## src/rtl/udc_pkg.sv

```systemverilog
// Shared defaults and the prescaler width helper for the up/down counter slice.
package udc_pkg;

  localparam int UDC_N_DEF        = 8;
  localparam int UDC_MODULO_DEF   = 256;
  localparam int UDC_PRESCALE_DEF = 1;

  // A PRESCALE of 1 still needs a 1-bit register so the port widths stay legal.
  function automatic int udc_ps_width(input int prescale);
    return (prescale > 1) ? $clog2(prescale) : 1;
  endfunction

endpackage

```

## src/rtl/udc_prescaler.sv

```systemverilog
// Prescale counter: tick is combinational, high on the enabled cycle that ends a prescale period.
// No backpressure; enable=0 freezes the count, zero discards any partial count.
module udc_prescaler
  import udc_pkg::*;
#(
  parameter int PRESCALE = UDC_PRESCALE_DEF
) (
  input  logic clk,
  input  logic reset_n,
  input  logic enable,
  input  logic zero,
  output logic tick
);

  localparam int             W    = udc_ps_width(PRESCALE);
  localparam logic [W-1:0]   LAST = W'(PRESCALE - 1);

  logic [W-1:0] cnt;

  assign tick = enable && (cnt == LAST);

  always_ff @(posedge clk or negedge reset_n) begin
    if (!reset_n) begin
      cnt <= '0;
    end else if (zero) begin
      cnt <= '0;
    end else if (enable) begin
      cnt <= tick ? '0 : cnt + 1'b1;
    end
  end

endmodule

```

## src/rtl/up_down_counter_mod.sv

```systemverilog
// Modulo up/down counter with prescaler, sync clear/load; Q and tc registered, 1 clock after the tick.
// No backpressure. Build option UDC_SATURATE_EN adds input sat to hold at the boundary instead of wrapping.
module up_down_counter_mod
  import udc_pkg::*;
#(
  parameter int N        = UDC_N_DEF,
  parameter int MODULO   = UDC_MODULO_DEF,
  parameter int PRESCALE = UDC_PRESCALE_DEF
) (
  input  logic         clk,
  input  logic         reset_n,
  input  logic         enable,
  input  logic         up,
  input  logic         clear,
  input  logic         load,
  input  logic [N-1:0] load_val,
`ifdef UDC_SATURATE_EN
  input  logic         sat,
`endif
  output logic [N-1:0] Q,
  output logic         tc
);

  localparam logic [N-1:0] Q_MAX = N'(MODULO - 1);

  logic         tick;
  logic         sat_eff;
  logic [N-1:0] load_clamped;
  logic [N-1:0] q_nxt;
  logic         tc_nxt;

`ifdef UDC_SATURATE_EN
  assign sat_eff = sat;
`else
  assign sat_eff = 1'b0;
`endif

  udc_prescaler #(
    .PRESCALE (PRESCALE)
  ) u_prescaler (
    .clk     (clk),
    .reset_n (reset_n),
    .enable  (enable),
    .zero    (clear | load),
    .tick    (tick)
  );

  // Extra bit so MODULO == 2^N compares correctly (no clamp needed then).
  assign load_clamped = ({1'b0, load_val} >= (N+1)'(MODULO)) ? Q_MAX : load_val;

  always_comb begin
    q_nxt  = Q;
    tc_nxt = 1'b0;
    if (clear) begin
      q_nxt = '0;
    end else if (load) begin
      q_nxt = load_clamped;
    end else if (tick) begin
      if (up) begin
        if (Q == Q_MAX) begin
          tc_nxt = 1'b1;
          q_nxt  = sat_eff ? Q_MAX : '0;
        end else begin
          q_nxt = Q + 1'b1;
        end
      end else begin
        if (Q == '0) begin
          tc_nxt = 1'b1;
          q_nxt  = sat_eff ? '0 : Q_MAX;
        end else begin
          q_nxt = Q - 1'b1;
        end
      end
    end
  end

  always_ff @(posedge clk or negedge reset_n) begin
    if (!reset_n) begin
      Q  <= '0;
      tc <= 1'b0;
    end else begin
      Q  <= q_nxt;
      tc <= tc_nxt;
    end
  end

endmodule
```

## config.mk

```make
export PLATFORM = sky130hd
export DESIGN_NAME = up_down_counter_mod
export DESIGN_NICKNAME = d
export VERILOG_FILES = /design/src/rtl/udc_pkg.sv /design/src/rtl/udc_prescaler.sv /design/src/rtl/up_down_counter_mod.sv
export SDC_FILE = /design/constraint.sdc
export NUM_CORES = 1
export LEC_CHECK = 0
export BUFFER_PORTS_ARGS = -buffer_cell sky130_fd_sc_hd__buf_2
export CAP_MARGIN = 20
export CORE_MARGIN = 4
export CORE_UTILIZATION = 40
export CTS_CLUSTER_DIAMETER = 200
export DETAILED_ROUTE_END_ITERATION = 6
export HOLD_SLACK_MARGIN = 0.1
export PLACE_DENSITY = 0.71
export SETUP_SLACK_MARGIN = 0.1
export SYNTH_ARGS = -nofsm -noshare
export SYNTH_HDL_FRONTEND = slang
export SYNTH_SLANG_ARGS = --single-unit
export TNS_END_PERCENT = 50
```

## constraint.sdc

```tcl
create_clock -name clk -period 1.7 [get_ports clk]
set_input_delay 0 -clock clk [delete_from_list [all_inputs] [get_ports clk]]
set_output_delay 0 -clock clk [all_outputs]
set_load 0.005 [all_outputs]
```

### After elaboration in Yosys (flattened, before gate mapping)

Cells that the tools add are included.

* add/sub/neg operators: 3
* equality and inequality tests: 1
* div/mod/pow operators: 0
* multiplexer cells: 15
* $mul: 0
* bitwise gates (word level): 2
* shift operators: 0
* magnitude comparators: 0
* reductions and logical operators: 4

Operator list (number)
* $mux W8: 6
* $mux W1: 9
* $add A8 B1 Y8 const B: 1
* $eq A8 B8 Y1 const B: 1
* $logic_not A8 Y1: 1
* $sub A8 B1 Y8 const B: 1
* $reduce_bool A3 Y1: 1
* $reduce_bool A2 Y1: 1
* $add A1 B1 Y1 const B: 1
* $logic_and A1 B1 Y1: 1
* $not A1 Y1: 1
* $or A1 B1 Y1: 1

* latch bits: 0
* memories: 0
* output and inout bits: 9
* flip-flop bits (word level): 10
* bits of input ports: 14
* RAM bits: 0
* logic and storage cells: 28
* bits in read-only memories: 0

### Logic depth before layout (Yosys ltp)

Gate-level depths: netlist of the first run.

* depth in word-level cells: 6
* mapped depth: 7
* depth with buffers taken out: 6

### Hierarchy

A second synthesis of the first run with hierarchy kept.

* cell total of the unflattened synthesis: 103
* area, all modules: 900.9 um2

Modules (own cells, without submodules)
* up_down_counter_mod: cells an instance 100, area each 854.6 um2, instances 1, sequential area each 225.2 um2
* udc_prescaler: cells an instance 3, area each 46.3 um2, instances 1, sequential area each 25.0 um2

### Worst setup path before layout of the first run

No wires, ideal clock.

* path kind: reg2reg
* start point: register Q[4]
* end point: register Q[6]
* path buffers: 2
* data arrival time: 1.789 ns
* setup time: 0.126 ns
* setup slack: -0.215 ns
* required time: 1.574 ns
* period minus slack after synthesis: 1.915 ns
* cell stages (with the launch flop): 7
* cell sequence: dfrtp_1 buf_6 or4_4 buf_6 or2_0 o2111a_1 a311o_1

* longest elaborated chain between the ends: 6
* elaborated cells on any way between the ends: 10
* those cells by class: add/sub (2); eq/ne (1); mux (6); reduce/logical (1)

RTL lines
* start, declared: line up_down_counter_mod.sv:20 `output logic [N-1:0] Q,`
* start signal, assigned: line up_down_counter_mod.sv:82 `Q <= q_nxt;`
* $sub A8 B1 Y8 (tied with other cells): line up_down_counter_mod.sv:71 `q_nxt = Q - 1'b1;`
* $mux W8 (on tied branches): line up_down_counter_mod.sv:67, up_down_counter_mod.sv:60
* $mux W8 (*): line up_down_counter_mod.sv:59 `if (up) begin`
* $mux W8 (*): line up_down_counter_mod.sv:58 `end else if (tick) begin`
* $mux W8 (*): line up_down_counter_mod.sv:56 `end else if (load) begin`
* $mux W8 (*): line up_down_counter_mod.sv:54 `if (clear) begin`

Mark *: on every way between the ends. The rest lies on a longest branch, timed or not. The select of a mux whose other input is x is not followed.
A chain may end at the register's enable or synchronous reset.

### Final worst setup path of the first run

* start point: register Q[2]
* end point: register Q[6]

Same word-level chain as after synthesis.

==> run metrics, run 1 <==
# diodes=0; status=finished with violations; met3 wire len=~220 um; EDFF count, synth=0; FMAX=568 MHz; Synth area leaders=dfrtp_1 26%, a21oi_1 4.1%, clkbuf_1 3.9%, ha_1 3.9%, nor2b_1 3.9%; clock sink count=10; asr flop ratio synth=100%; routed wl met2=1.46 mm; clk buf depth=2; Post-Syn Instances=121; CTS Buf Count=3; CP Capture Type=flip-flop; crit path launch type=flip-flop; Root Driver=clkbuf_4; min cycle time layout=approximately 1.8 ns; number of DRC markers in iteration 0=37; Synth Net Count=around 140; Worst EP required=about 1.9 ns; number of global-route vias before repair=between 1000 and 1500; Worst slew margin=74.4%; Seq/Total Area, Yosys=around 26%; clk_lat worst skew=approximately 0.27 ns; Worst Clk Skew=about 0.0018 ns; RSZ-0062 raised after global routing=yes; DR vias=between 1000 and 1500; share of cells above drive strength 1=32.5%; floorplan row count=17; Max FO, Critical Path=6; die extent in y=57.4 um; Tot GR Track Use=around a fifth; Multi-input gate area=around 660 um2; worst setup slack after layout=-0.0604 ns; P_leak=0.558 nW; largest net degree at the start of global routing=14; cell accounting for the most synthesized area=dfrtp_1; YS warnings=0; placed cell areas=between 1000 and 1500 um2; ANT nets after route=0; die area=3290 um2; Setup Buffers After CTS=0; IO Port Bufs=22; final setup violation count=2; initial core utilization=42.8%; Hold Crit Class=in -> reg; antenna violations before repair=0; clk slew on worst S/H paths=0.07 ns; Slew Limit Fails=0; failing checks=negative setup slack; Main synth FF type=dfrtp_1; Post-synth top cells=10 x clkbuf_1, 10 x dfrtp_1, 8 x a21oi_1, 8 x nor2_1; Detailed Place HPWL=2.14 mm; drt wl/cell=16.5 um; area grow syn2layout=33.4%; R2R setup slack=-0.06 ns; Remaining DRCs=0; Total Wirelength=around 3 mm; FF/Latch Area=253 um2; Clock H-tree levels=1; GRT overflow=0; drt first pass iters=4; design area=1300 um2; hold_ws=about 0.10 ns; critical path data arrival time=approximately 1.9 ns; first-pass GRT wire length=roughly 5.0 mm; MaxCap Viol Count=0; DRT met1 WL=1.31 mm; IO Pins=23; Placer Congestion=roughly 0.89; worst-margin pin slew=~0.37 ns; CTS tree=built; highest routed layer=met4; Core Footprint=2280 um2; Die W=between 50 and 60 um; post-synth top area share=about a quarter; crit path kind=reg -> reg; crit share post-route=104%; Final Hold Vio Count=0; Max VDD drop=0.000392 V; synth unique cells=46; Post-Syn Area per Cell=~8.1 um2; Yosys reg bits=10; Final #Nets=~180; fillers=roughly 190; Pwr Density=about 600 nW/um2; Post-Place Setup Slack=-0.0519 ns; Via density=approximately 6.0; Post-Syn Area=975 um2
-- routing by layer --
layer	global-route usage, %	up-vias
li1	-	526
met1	25.0	519
met2	31.3	55
met3	2.94	6
met4	9.93	0
met5	0	-
-- area by class of cell --
class	instances	area share (%)
repair buffers	45	23.3
flip-flops and latches	10	19.4
clock buffers	4	2.02
well taps	28	2.69
inverters	4	1.54
multi-input cells	94	51.0
-- cells in the final DEF, fill, tap and decap left out, types with 3 or more instances in the layout --
master         count
o21ai_1            3
buf_2             22
nand2_1            6
nor3_1             4
nand3_1            5
buf_4             15
dfrtp_1            8
nor2_1             8
xor2_1             4
dlygate4sd3_1      8
nor4_1             4
clkbuf_4           3
o31a_1             3
nor2b_1            6
a21oi_1            8
a22oi_1            3
-- registers in the layout, indices dropped and copies added (netlist names) --
name             cells
Q                    8
tc                   1
u_prescaler.cnt      1
-- cell families after synthesis --
logic type,synth area share (%)
xor gates and xnor gates,4.49
AOI/OAI and AO/OA,30.6
buffers and inverters,8.09
muxes,1.03
DFF,25.7
adders and majority gates,3.85
and+or+nand+nor,26.3
-- per-stage QoR --
| step | power (mW) | TNS (ns) | util (%) | cells |
|---|---|---|---|---|
| after floorplan | 0.480 | -0.199 | - | 121 |
| after global placement | 0.560 | -0.000768 | 52.2 | 173 |
| after detailed placement | 0.572 | -0.103 | 52.2 | 173 |
| after CTS | 0.774 | -0.0885 | 56.9 | 185 |
| after global routing | 0.818 | -0.187 | 57.1 | 185 |
| final | 0.780 | -0.0743 | 57.1 | 185 |
-- path summary, 6_finish.rpt --
check / endpoint / cells after the start / from
min in group asynchronous: Q[3] / 2 / reset_n
max reg2reg: Q[6] / 4 / Q[2]
min: Q[7] / 4 / load_val[7]
min reg2reg: u_prescaler.cnt / 1 / u_prescaler.cnt
max: Q[6] / 4 / Q[2]
max in group asynchronous: Q[0] / 2 / reset_n
-- critical path, stage by stage, from the launching register on --
cell      delay, ns
dfrtp_1        0.39
or4_4          0.60
or2_0          0.24
o2111a_1       0.15
a311o_1        0.27
-- repair_timing --
action	CTS	global route
endpoints found under the hold margin	17	0
hold buffers	8	0
resized for setup	2	1
cloned	0	0
pin swaps	4	2
setup endpoints to repair	7	7
-- report_power, final --
part,leakage (nW),switching [mW],internal (mW),total [mW]
registers,0.130,0.0177,0.255,0.272
logic,0.413,0.173,0.150,0.323
clock network,0.0150,0.0937,0.0910,0.185
total,0.558,0.284,0.496,0.780
Note: power is estimated with default switching activity, not from simulation.
==> run 2: changes to the inputs <==
Settings changed: CORE_UTILIZATION 40 to 35, PLACE_DENSITY 0.71 to 0.64.
==> run 2 against run 1 <==
Effect of this change: the flow still finishes with violations (negative setup slack); non-clock buffer count stayed put; register-to-register slack is essentially flat; core utilization shrank 5.6 points; final cell count rose by 1.1%; sequential share of layout area fell by 0.33 points; clock skew rose by 0.0087 ns; worst hold slack better by 0.0094 ns; design area is 1.7% higher; critical path type unchanged; highest routed layer unchanged.
==> run metrics, run 2 (synthesis results as in run 1) <==
status=finished with violations; failing checks=negative setup slack; Max FO, Critical Path=6 (unchanged); Via density=5.84 (-2.2%); die extent in y=60.8 um (+5.9%); Cells after DPL=172 (-0.58%); CTS tree=built; number of DRC markers in iteration 0=45 (+22%); R2R setup slack=-0.06 ns (about the same); worst-margin pin slew=0.530 ns (+0.155 ns); area grow syn2layout=35.7%; Detailed Place HPWL=2.15 mm (+0.72%); worst setup slack after layout=-0.0639 ns (-0.00349 ns); Worst Clk Skew=0.0105 ns (+0.00871 ns); Core Footprint=2570 um2 (+13%); Root Driver=clkbuf_4; CP peak stage delay=0.60 ns (about the same); share of cells above drive strength 1=31.8% (-0.64 points); IO Pins=23 (unchanged); FMAX=567 MHz (-0.20%); crit path kind=reg -> reg; Top Registers=Q (8), tc (1), u_prescaler.cnt (1); clk buf depth=2 (unchanged); Biggest register=Q; RSZ-0062 raised after global routing=yes; slowest CP cell=or4_4; crit-path cells=or4_4, or2_0, o2111a_1, a311o_1; final setup violation count=3 (+1); die area=3690 um2 (+12%); Final Hold Vio Count=0 (unchanged); max reg flops=8 (unchanged); crit share post-route=104% (+0.21 points); MaxCap Viol Count=0 (unchanged); Hold Crit Class=in -> reg; antenna violations before repair=0 (unchanged); Multi-input gate area=676 um2 (+1.9%); Setup Buffers After CTS=0 (unchanged); Die W=60.8 um (+5.9%); ANT nets after route=0 (unchanged); commonest non-fill, non-tap cells in the layout=22 x buf_2, 12 x buf_4, 11 x dlygate4sd3_1; Worst EP required=1.86 ns (about the same); DR vias=1093 (-1.2%); Max VDD drop=0.000361 V (-7.8%); initial core utilization=38.0% (-4.9 points); clk slew on worst S/H paths=0.08 ns (about the same); Slew Limit Fails=0 (unchanged); buffer and inverter count on the worst path=0 (unchanged); commonest non-fill, non-tap cell in the layout=buf_2; drt first pass iters=5 (+1); Pwr Density=586 nW/um2 (-2.4%); GRT overflow=0 (unchanged); number of global-route vias before repair=1005 (-5.7%); CTS Buf Count=3 (unchanged); crit path launch type=flip-flop; hold_ws=0.113 ns (+0.00943 ns); first-pass GRT wire length=4.79 mm (-4.1%); min cycle time layout=1.76 ns (+0.00349 ns); clock sink count=10 (unchanged); IO Port Bufs=22 (unchanged); floorplan row count=18 (+1); Remaining DRCs=0 (unchanged); fillers=267 (+41%); # diodes=0 (unchanged); Clock H-tree levels=1 (unchanged); FF/Latch Area=253 um2 (unchanged); drt wl/cell=16.2 um (-1.7%); largest net degree at the start of global routing=20 (+6); Placer Congestion=0.902 (+1.4%); Final #Nets=175 (unchanged); CP Capture Type=flip-flop; Total Wirelength=3.03 mm (-0.62%); Worst slew margin=64.7% (-9.7 points); post-layout instance count excluding filler cells=187 (+1.1%); P_leak=0.558 nW (about the same); Tot GR Track Use=17.7% (-1.7 points); cell family with most CP delay=simple AND/OR/NAND/NOR gates; clk_lat worst skew=0.28 ns (about the same); critical path data arrival time=1.93 ns (about the same)
==> run 2: timing repair <==
item / in CTS / in global routing
gates resized for setup: 1 / 5
gates cloned: 0 / 0
endpoints found under the hold margin: 18 / 1
pin swaps: 4 / 6
hold buffers: 9 / 2
setup endpoints to repair: 6 / 8
==> run 2: area by class of cell <==
class,instances,area share (%)
Multi-Input combinational cell,94,51.1
Timing Repair Buffer,45,23.5
Sequential cell,10,19.1
Clock buffer,4,1.99
Inverter,4,1.51
Tap cell,30,2.84
==> run 2: report_power, final <==
group	switching, mW	internal [mW]
logic	0.166	0.152
registers	0.0193	0.255
clock network	0.0922	0.0909
total	0.277	0.498
==> run 2: per-stage QoR <==
step	util [%]	instance area, um2	setup TNS, ns	total power, mW	setup WS (ns)
after global placement	45.5	1170	0	0.555	0.000219
final	51.5	1320	-0.0891	0.775	-0.0639
after global routing	51.5	1320	-0.185	0.828	-0.0866
after floorplan	-	1010	-0.199	0.480	-0.100
after detailed placement	45.5	1170	-0.0997	0.564	-0.0424
after CTS	50.0	1280	-0.0899	0.768	-0.0418
==> run 2: layer usage <==
metal  wire length, um  global-route usage [%]  vias up
met3               159                    3.19        7
met1              1390                    23.6      515
met5                 0                       0        -
met4                49                    6.50        0
li1                  -                       -      528
met2              1430                    28.7       43
==> run 2: worst register-to-register path: stages, from the launching register on <==
cell	delay, ns
dfrtp_1	0.39
or4_4	0.60
or2_0	0.24
o2111a_1	0.15
a311o_1	0.27
==> run 2: path summary, 6_finish.rpt <==
| kind | depth (start not counted) | startpoint | endpoint |
|---|---|---|---|
| worst max-delay path | 4 | Q[2] | Q[6] |
| worst min-delay path | 4 | load_val[7] | Q[7] |
| worst max register to register | 4 | Q[2] | Q[6] |
| worst min register to register | 1 | u_prescaler.cnt | u_prescaler.cnt |
| max in group asynchronous | 2 | reset_n | Q[0] |
| min in group asynchronous | 2 | reset_n | Q[2] |
